<file path="src/rtl/mem_port_arbiter_if.sv">
// Bundle for mem_port_arbiter: four requester channels plus the byte-wide memory port.
// The master side drives requests and memory read data; the slave side (arbiter) drives the rest.
interface mem_port_arbiter_if;
    logic [3:0]  req;
    logic [3:0]  we;
    logic [3:0]  wide;
    logic [63:0] addr_flat;
    logic [63:0] wdata_flat;
    logic [3:0]  gnt;
    logic [3:0]  rvalid;
    logic [15:0] rdata;
    logic        busy;
    logic        mem_en;
    logic        mem_we;
    logic [15:0] mem_addr;
    logic [7:0]  mem_wdata;
    logic [7:0]  mem_rdata;

    modport master (
        output req, we, wide, addr_flat, wdata_flat, mem_rdata,
        input  gnt, rvalid, rdata, busy, mem_en, mem_we, mem_addr, mem_wdata
    );

    modport slave (
        input  req, we, wide, addr_flat, wdata_flat, mem_rdata,
        output gnt, rvalid, rdata, busy, mem_en, mem_we, mem_addr, mem_wdata
    );
endinterface

</file>
<file path="src/rtl/mem_port_arbiter.sv">
// Fixed-priority arbiter sharing one byte-wide memory port among store, stack, load and fetch,
// splitting 16-bit accesses into two beats and reassembling read data per requester.
module mem_port_arbiter #(
    parameter int unsigned READ_LATENCY = 1,
    parameter int unsigned STARVE_LIMIT = 4
) (
    input logic               clk,
    input logic               rst,
    mem_port_arbiter_if.slave bus
);
    localparam int unsigned     CntW      = $clog2(STARVE_LIMIT + 1);
    localparam logic [CntW-1:0] StarveMax = CntW'(STARVE_LIMIT);

    typedef enum logic [0:0] {StArb, StBeat2} state_e;

    typedef struct packed {
        logic       vld;
        logic [1:0] id;
        logic       beat;
        logic       wide;
    } tag_t;

    state_e          state_q;
    logic [CntW-1:0] starve_q;
    logic            mem_en_q;
    logic            mem_we_q;
    logic [15:0]     mem_addr_q;
    logic [7:0]      mem_wdata_q;
    logic [15:0]     beat1_addr_q;
    logic [7:0]      beat1_wdata_q;
    logic            beat1_we_q;
    logic [1:0]      cur_id_q;
    logic            cur_beat_q;
    logic            cur_wide_q;
    tag_t            tag_q [READ_LATENCY];
    logic [7:0]      lo_q;

    logic [3:0]  gnt;
    logic [1:0]  win_id;
    logic [15:0] sel_addr;
    logic [15:0] sel_wdata;
    logic        sel_we;
    logic        sel_wide;
    logic        sel_tag_wide;
    tag_t        tag_out;
    logic [3:0]  rvalid;
    logic [15:0] rdata;

    always_comb begin
        gnt = '0;
        if (!rst && state_q == StArb) begin
            if (bus.req[3] && starve_q == StarveMax) gnt = 4'b1000;
            else if (bus.req[0])                     gnt = 4'b0001;
            else if (bus.req[1])                     gnt = 4'b0010;
            else if (bus.req[2])                     gnt = 4'b0100;
            else if (bus.req[3])                     gnt = 4'b1000;
        end
    end

    // Fetch never writes, and its wide accesses return as two independent narrow bytes.
    always_comb begin
        win_id       = '0;
        sel_addr     = '0;
        sel_wdata    = '0;
        sel_we       = 1'b0;
        sel_wide     = 1'b0;
        sel_tag_wide = 1'b0;
        for (int i = 0; i < 4; i++) begin
            if (gnt[i]) begin
                win_id       = 2'(i);
                sel_addr     = bus.addr_flat[16*i +: 16];
                sel_wdata    = bus.wdata_flat[16*i +: 16];
                sel_we       = bus.we[i] && (i != 3);
                sel_wide     = bus.wide[i];
                sel_tag_wide = bus.wide[i] && (i != 3);
            end
        end
    end

    always_ff @(posedge clk or posedge rst) begin
        if (rst) begin
            state_q       <= StArb;
            starve_q      <= '0;
            mem_en_q      <= 1'b0;
            mem_we_q      <= 1'b0;
            mem_addr_q    <= '0;
            mem_wdata_q   <= '0;
            beat1_addr_q  <= '0;
            beat1_wdata_q <= '0;
            beat1_we_q    <= 1'b0;
            cur_id_q      <= '0;
            cur_beat_q    <= 1'b0;
            cur_wide_q    <= 1'b0;
        end else begin
            mem_en_q <= 1'b0;
            mem_we_q <= 1'b0;

            if (!bus.req[3] || gnt[3]) starve_q <= '0;
            else if (starve_q != StarveMax) starve_q <= starve_q + 1'b1;

            case (state_q)
                StArb: begin
                    if (|gnt) begin
                        mem_en_q      <= 1'b1;
                        mem_we_q      <= sel_we;
                        mem_addr_q    <= sel_addr;
                        mem_wdata_q   <= sel_wdata[7:0];
                        cur_id_q      <= win_id;
                        cur_beat_q    <= 1'b0;
                        cur_wide_q    <= sel_tag_wide;
                        beat1_addr_q  <= sel_addr + 16'd1;
                        beat1_wdata_q <= sel_wdata[15:8];
                        beat1_we_q    <= sel_we;
                        if (sel_wide) state_q <= StBeat2;
                    end
                end
                StBeat2: begin
                    mem_en_q    <= 1'b1;
                    mem_we_q    <= beat1_we_q;
                    mem_addr_q  <= beat1_addr_q;
                    mem_wdata_q <= beat1_wdata_q;
                    cur_beat_q  <= 1'b1;
                    state_q     <= StArb;
                end
                default: state_q <= StArb;
            endcase
        end
    end

    // Tags enter alongside the issued read so the last stage lines up with mem_rdata.
    assign tag_out = tag_q[READ_LATENCY-1];

    always_ff @(posedge clk or posedge rst) begin
        if (rst) begin
            for (int i = 0; i < int'(READ_LATENCY); i++) tag_q[i] <= '0;
            lo_q <= '0;
        end else begin
            tag_q[0] <= tag_t'{vld: mem_en_q && !mem_we_q, id: cur_id_q, beat: cur_beat_q,
                               wide: cur_wide_q};
            for (int i = 1; i < int'(READ_LATENCY); i++) tag_q[i] <= tag_q[i-1];
            if (tag_out.vld && tag_out.wide && !tag_out.beat) lo_q <= bus.mem_rdata;
        end
    end

    always_comb begin
        rvalid = '0;
        rdata  = '0;
        if (tag_out.vld && (!tag_out.wide || tag_out.beat)) begin
            rvalid[tag_out.id] = 1'b1;
            rdata = tag_out.wide ? {bus.mem_rdata, lo_q} : {8'h00, bus.mem_rdata};
        end
    end

    assign bus.gnt       = gnt;
    assign bus.rvalid    = rvalid;
    assign bus.rdata     = rdata;
    assign bus.busy      = (state_q == StBeat2);
    assign bus.mem_en    = mem_en_q;
    assign bus.mem_we    = mem_we_q;
    assign bus.mem_addr  = mem_addr_q;
    assign bus.mem_wdata = mem_wdata_q;
endmodule

</file>
<file path="src/flat_wrapper.sv">
// flat-port wrapper written by rule: the top's interface ports become plain ports
module mem_port_arbiter_flat 
#(
    parameter int unsigned READ_LATENCY = 1,
    parameter int unsigned STARVE_LIMIT = 4
)
  (clk, rst, bus_req, bus_we, bus_wide, bus_addr_flat, bus_wdata_flat, bus_mem_rdata, bus_gnt, bus_rvalid, bus_rdata, bus_busy, bus_mem_en, bus_mem_we, bus_mem_addr, bus_mem_wdata);
  mem_port_arbiter_if bus_i ();
  input logic clk;
  input logic rst;
  input wire logic [$bits(bus_i.req)-1:0] bus_req;
  input wire logic [$bits(bus_i.we)-1:0] bus_we;
  input wire logic [$bits(bus_i.wide)-1:0] bus_wide;
  input wire logic [$bits(bus_i.addr_flat)-1:0] bus_addr_flat;
  input wire logic [$bits(bus_i.wdata_flat)-1:0] bus_wdata_flat;
  input wire logic [$bits(bus_i.mem_rdata)-1:0] bus_mem_rdata;
  output wire logic [$bits(bus_i.gnt)-1:0] bus_gnt;
  output wire logic [$bits(bus_i.rvalid)-1:0] bus_rvalid;
  output wire logic [$bits(bus_i.rdata)-1:0] bus_rdata;
  output wire logic [$bits(bus_i.busy)-1:0] bus_busy;
  output wire logic [$bits(bus_i.mem_en)-1:0] bus_mem_en;
  output wire logic [$bits(bus_i.mem_we)-1:0] bus_mem_we;
  output wire logic [$bits(bus_i.mem_addr)-1:0] bus_mem_addr;
  output wire logic [$bits(bus_i.mem_wdata)-1:0] bus_mem_wdata;
  assign bus_i.req = bus_req;
  assign bus_i.we = bus_we;
  assign bus_i.wide = bus_wide;
  assign bus_i.addr_flat = bus_addr_flat;
  assign bus_i.wdata_flat = bus_wdata_flat;
  assign bus_i.mem_rdata = bus_mem_rdata;
  assign bus_gnt = bus_i.gnt;
  assign bus_rvalid = bus_i.rvalid;
  assign bus_rdata = bus_i.rdata;
  assign bus_busy = bus_i.busy;
  assign bus_mem_en = bus_i.mem_en;
  assign bus_mem_we = bus_i.mem_we;
  assign bus_mem_addr = bus_i.mem_addr;
  assign bus_mem_wdata = bus_i.mem_wdata;
  mem_port_arbiter #(.READ_LATENCY(READ_LATENCY), .STARVE_LIMIT(STARVE_LIMIT)) u_core (.clk(clk), .rst(rst), .bus(bus_i));
endmodule
</file>
<file path="config.mk">
export PLATFORM = sky130hd
export DESIGN_NAME = mem_port_arbiter_flat
export DESIGN_NICKNAME = d
export VERILOG_FILES = /design/src/rtl/mem_port_arbiter_if.sv /design/src/rtl/mem_port_arbiter.sv /design/src/flat_wrapper.sv
export SDC_FILE = /design/constraint.sdc
export NUM_CORES = 1
export LEC_CHECK = 0
export ABC_CLOCK_PERIOD_IN_PS = 3400
export CAP_MARGIN = 20
export CORE_MARGIN = 1
export CORE_UTILIZATION = 40
export DETAILED_ROUTE_END_ITERATION = 10
export DONT_BUFFER_PORTS = 1
export RECOVER_POWER = 100
export SLEW_MARGIN = 20
export SYNTH_ARGS = -nofsm -noshare
export SYNTH_HDL_FRONTEND = slang
export SYNTH_SLANG_ARGS = --single-unit
</file>
<file path="constraint.sdc">
create_clock -name clk -period 3.4 [get_ports clk]
set_clock_uncertainty 0.2 [all_clocks]
set_input_delay 0.17 -clock clk [delete_from_list [all_inputs] [get_ports clk]]
set_output_delay 0.17 -clock clk [all_outputs]
set_load 0.02 [all_outputs]
</file>
## After elaboration in Yosys (flattened, before gate mapping)

Index checks and enable logic that the tools add are counted.

| word-level totals | value |
|---|---|
| register bits after elaboration | 72 |
| bits of input ports | 150 |
| output and inout bits | 51 |
| word-level logic and storage cells | 88 |

| operators by class | value |
|---|---|
| $add $sub $neg | 2 |
| order comparisons | 2 |
| eq/ne operators | 3 |
| muxes and demuxes | 46 |
| bitwise operators | 1 |
| reduce and logical (&&, ||, !) cells | 17 |

Operators with widths:

| kind | count |
|---|---|
| $mux W16 | 11 |
| $pmux W16 S2 | 1 |
| $mux W4 | 7 |
| $add A16 B1 Y16 const B | 1 |
| $mux W1 | 16 |
| $pmux W8 S2 | 1 |
| $mux W8 | 1 |
| $pmux W1 S2 | 4 |
| $logic_and A1 B1 Y1 | 7 |
| $mux W3 | 2 |
| $logic_not A1 Y1 | 5 |
| $mux W2 | 2 |
| $reduce_or A4 Y1 | 1 |
| $add A3 B1 Y3 const B | 1 |
| $eq A3 B3 Y1 const B | 1 |
| $lt A2 B3 Y1 const B | 1 |
| $ne A3 B3 Y1 const B | 1 |
| $demux W1 S2 | 1 |
| $ge A2 B1 Y1 const B | 1 |
| $logic_or A1 B1 Y1 | 2 |
| $ne A2 B2 Y1 const B | 1 |
| $reduce_and A2 Y1 | 1 |
| $reduce_bool A2 Y1 | 1 |
| $not A1 Y1 | 1 |

## Logic depth before layout (Yosys ltp)

| depth | value |
|---|---|
| depth in word-level cells | 13 |
| depth in mapped cells | 14 |

## Worst setup path after synthesis

No wires, ideal clock.

| timing path | value |
|---|---|
| path type | register to register |
| from | register u_core.state_q (netlist: u_core.bus.busy) |
| to | register u_core.beat1_addr_q[14] |
| arrival time | 2.780 ns |
| setup slack | 0.297 ns |
| stages on the path, launching flop included | 14 |
| path buffers | 4 |
| period minus slack after synthesis | 3.103 ns |
| cell sequence | dfrtp_1 -> buf_6 -> or3b_4 -> a21o_4 -> clkinv_4 -> buf_2 -> buf_1 -> a32o_1 -> ha_1 -> and4_1 -> clkbuf_1 -> nand2_1 -> and3b_1 -> o21ai_1 |

| between the ends | value |
|---|---|
| longest elaborated chain between the ends | 8 |
| elaborated cells between the ends (all ways) | 10 |
| those cells by class | add/sub: 1; mux: 5; bitwise: 1; reduce/logical: 3 |

Ends and longest elaborated chain:

| element | RTL line | RTL |
|---|---|---|
| start: declaration | mem_port_arbiter.sv:23 | `state_e state_q;` |
| start signal: assignment | mem_port_arbiter.sv:82 | `state_q <= StArb;` |
| start signal: assignment | mem_port_arbiter.sv:114 | `if (sel_wide) state_q <= StBeat2;` |
| start signal: assignment | mem_port_arbiter.sv:123 | `state_q <= StArb;` |
| $not A1 Y1 (no line) (*) | n/a |  |
| $logic_and A1 B1 Y1 | mem_port_arbiter.sv:51 | `if (!rst && state_q == StArb) begin` |
| $mux W4 | mem_port_arbiter.sv:51 |  |
| $mux W16 (4 in series) | mem_port_arbiter.sv:69 | `if (gnt[i]) begin` |
| $add A16 B1 Y16 | mem_port_arbiter.sv:111 | `beat1_addr_q <= sel_addr + 16'd1;` |
| end signal: assignment | mem_port_arbiter.sv:111 |  |
| end: declaration | mem_port_arbiter.sv:29 | `logic [15:0] beat1_addr_q;` |

Mark *: on every way between the ends. The rest lies on a longest branch, timed or not.
A chain may end at the register's enable or synchronous reset.

## Worst setup path in the final report

| timing path | value |
|---|---|
| from | register u_core.starve_q[0] |
| to | register u_core.beat1_addr_q[15] |

| between the ends | value |
|---|---|
| longest elaborated chain between the ends | 9 |
| elaborated cells between the ends (all ways) | 11 |
| those cells by class | add/sub: 1; eq/ne: 1; mux: 6; reduce/logical: 3 |

Ends and longest elaborated chain:

| element | RTL line | RTL |
|---|---|---|
| start: declaration | mem_port_arbiter.sv:24 | `logic [CntW-1:0] starve_q;` |
| start signal: assignment | mem_port_arbiter.sv:99 | `else if (starve_q != StarveMax) starve_q <= starve_q + 1'b1;` |
| $eq A3 B3 Y1 (*) | mem_port_arbiter.sv:52 | `if (bus.req[3] && starve_q == StarveMax) gnt = 4'b1000;` |
| $logic_and A1 B1 Y1 (*) | mem_port_arbiter.sv:52 |  |
| $mux W4 (*) | mem_port_arbiter.sv:52 |  |
| $mux W4 (*) | mem_port_arbiter.sv:51 |  |
| $mux W16 (4 in series) | mem_port_arbiter.sv:69 |  |
| $add A16 B1 Y16 | mem_port_arbiter.sv:111 |  |

Marks and branches as above.

==> summary.txt <==
Yosys
  • Yosys cell types: 56
  • Largest cells by area after synthesis: dfrtp_1, nand2_1, a22oi_1, nor2_1, a21oi_1
  • Most frequent cells after synthesis: dfrtp_1, nand2_1, a22oi_1, nor2_1
  • Synth Flop Type: dfrtp_1
  • Synthesized Nets: 607
  • #FFs+latches synth: 72
  • Largest area contributor in the netlist: dfrtp_1
  • Syn Inst Count: 454
  • Avg Cell Area, Syn: 9.150 µm²
  • Cell area after synthesis: 4154 µm²
  • Synth warn: 0
  • Post-synth EDFFs: 0
  • Top-area cell type share of the netlist area: 43.37%
  • Register area share after synthesis: 43.37%
  • Fraction of registers with async set/reset: 100.0%
  • Count leader, synth: dfrtp_1

Global route
  • GR Overflow Total: 0
  • Antenna violations before repair: 0
  • Global-route wire length before repair: 21760 µm
  • Vias in the first global route: 4224
  • GRT Total Usage: 25.14%
  • Largest net degree at the start of global routing: 41

CTS
  • H-tree levels: 3
  • Clk_lat worst skew: 340 ps
  • Clk sinks: 72
  • CTS tree: yes
  • CTS buffer count: 9
  • Clk slew on worst S/H paths: 70 ps
  • CTS root buffer: clkbuf_8
  • Post-CTS setup buffers: 0
  • Clock Path Buffers: 2

Floorplanning
  • Row count: 36
  • DIE AREA: 10800 µm²
  • Width of the die: 103.9 µm
  • CORE AREA: 9910 µm²
  • I/O pin cnt: 201
  • Starting Density: 41.92%
  • Die height: 103.9 µm

Routing
  • Initial DRC count: 300
  • Remaining DRCs: 0
  • Final wirelength: 13450 µm
  • WL/cell: 19.80 µm
  • ANT nets after route: 0
  • Via count: 4039
  • Via density: 5.948
  • DRT Pass-1 Iters: 5

Worst setup path
  • Arr. time, crit path: 3320 ps
  • CP required: 3430 ps
  • Critical path peak fanout: 24
  • Critical Path Stages: 11
  • Capturing point of the worst reg2reg path: u_core.beat1_addr_q[15]
  • Critical path origin: u_core.starve_q[0]
  • Setup crit end: u_core.beat1_addr_q[15]
  • Critical-path top delay cell: dlygate4sd3_1
  • WP buf/inv: 4
  • Max incr delay on CP: 600 ps
  • CP Capture Type: register
  • CP delay by family, top: buffers and inverters
  • CP Class: reg -> reg
  • Crit-path cells: inv_1 > ha_1 > a311oi_4 > nand3_1 > inv_2 > buf_4 > a22oi_1 > dlygate4sd3_1 > nand2_1 > and4_1 > o21ai_1
  • Worst R2R Path Depth: 11
  • Reg2reg setup slack: 110 ps
  • R2R Path Start: u_core.starve_q[0]
  • Worst Setup Start Kind: register

Final layout
  • Nets: 695
  • Multi-input logic area: 2202 µm²
  • ANT cells: 0
  • Share of layout cells above drive strength 1: 9.158%
  • Fillers: 878
  • Register area: 1803 µm²
  • Area Overhead vs Synth: 32.11%
  • Final Util: 55.38%

Hold path
  • HP Class: in -> reg

STA
  • Min Tclk post-route: 3289 ps
  • Hold Fails Final Rpt: 0
  • Slack of the critical path: 111.1 ps
  • Slew Limit Fails: 0
  • Fin crit share: 96.73%
  • Hold_ws: 4.362 ps
  • Final setup viols: 0
  • Fmax achieved: 304.1 MHz
  • Least-Margin Pin Slew: 1370 ps
  • Worst slew margin: 8.566%

Placement
  • Placement Setup Slack: 267.1 ps
  • PortBufs: 0
  • Routability cong.: 0.9071
  • HPWL Detailed: 8443 µm

Power and ir drop
  • Leak: 2.255 nW
  • Peak supply drop: 0.2668 mV
  • Cell Pwr Density: 500.1 nW/µm²

Run
  • Number of max-cap violations: 0

Outcome
  • Run status: complete, no violations
==> final cells by class <==
| cell class | count | area share [%] |
|---|---|---|
| timing repair buffer | 110 | 19.47 |
| tap | 133 | 3.032 |
| sequential | 72 | 32.85 |
| inverter | 9 | 0.7068 |
| clock buffer | 10 | 2.326 |
| multi-input combinational | 340 | 40.13 |
| clock inverter | 5 | 1.482 |
==> metal layers <==
metal / track usage (%) / vias up / routed length (µm)
li1: - / 1858 / -
met3: 6.579 / 26 / 966
met4: 7.449 / 0 / 270
met2: 43.38 / 198 / 6675
met5: 0 / - / 0
met1: 30.76 / 1957 / 5534
==> power breakdown <==
part           switching [mW]  internal [mW]
Clock                   0.318          0.411
Sequential              0.254           1.08
Combinational           0.361          0.324
==> sequential cells by signal (all words and copies together) (netlist names), 2 cells and up <==
register,count
u_core.cur_id_q,2
u_core.starve_q,3
u_core.beat1_addr_q,16
u_core.tag_out,5
u_core.lo_q,8
u_core.beat1_wdata_q,8
u_core.bus.mem_wdata,8
u_core.bus.mem_addr,16
==> logic make-up after synthesis <==
group | count (synthesis) | share of synthesized area (%)
and+or+nand+nor | 174 | 21.05
DFF | 72 | 43.37
muxes | 19 | 4.850
adders and majority gates | 3 | 0.9037
AOI/OAI and AO/OA | 141 | 24.76
xor gates and xnor gates | 3 | 0.6326
buffers and inverters | 42 | 4.428
==> worst reg2reg max path, delay by kind of cell, from the launching register on <==
kind | cells | cell delay, ps
flops | 1 | 360
fa+ha+maj | 1 | 270
buf+inv | 4 | 1090
simple gates | 3 | 600
compound gates | 3 | 660
==> per-stage QoR <==
| step | setup TNS (ps) | area, µm² | std cells | total power [mW] |
|---|---|---|---|---|
| final | 0 | 5488 | 679 | 2.745 |
| after detailed placement | 0 | 4275 | 566 | 1.920 |
| after CTS | 0 | 5455 | 678 | 2.753 |
| after global routing | -12.88 | 5488 | 679 | 2.904 |
| after floorplan | 0 | 4154 | 454 | 1.780 |
| after global placement | 0 | 4275 | 566 | 1.894 |
==> repair_timing <==
item	CTS	global route
hold buffers	97	0
endpoints found under the setup margin	0	3
resized for setup	0	6
hold endpoints to repair	80	0
==> how the worst min path moves through the flow <==
stage / startpoint / endpoint / depth (start not counted)
final: rst / u_core.cur_id_q[1] / 3
after global placement: rst / u_core.starve_q[0] / 1
after CTS: bus_addr_flat[30] / u_core.bus.mem_addr[14] / 4
after floorplan: bus_wide[3] / u_core.bus.busy / 2
after global routing: rst / u_core.cur_id_q[1] / 3
after detailed placement: rst / u_core.starve_q[2] / 1
==> cells in the final DEF (no fill, tap or decap), types with 10 or more instances in the layout <==
master         instances
clkbuf_8              10
a21oi_1               23
a22oi_1               34
nand2_1               71
dfrtp_1               71
nor2_1                32
nand3_1               15
dlygate4sd3_1         97
o21ai_0               14
mux2i_1               10
No activity file was read; power rests on OpenSTA's default activity.
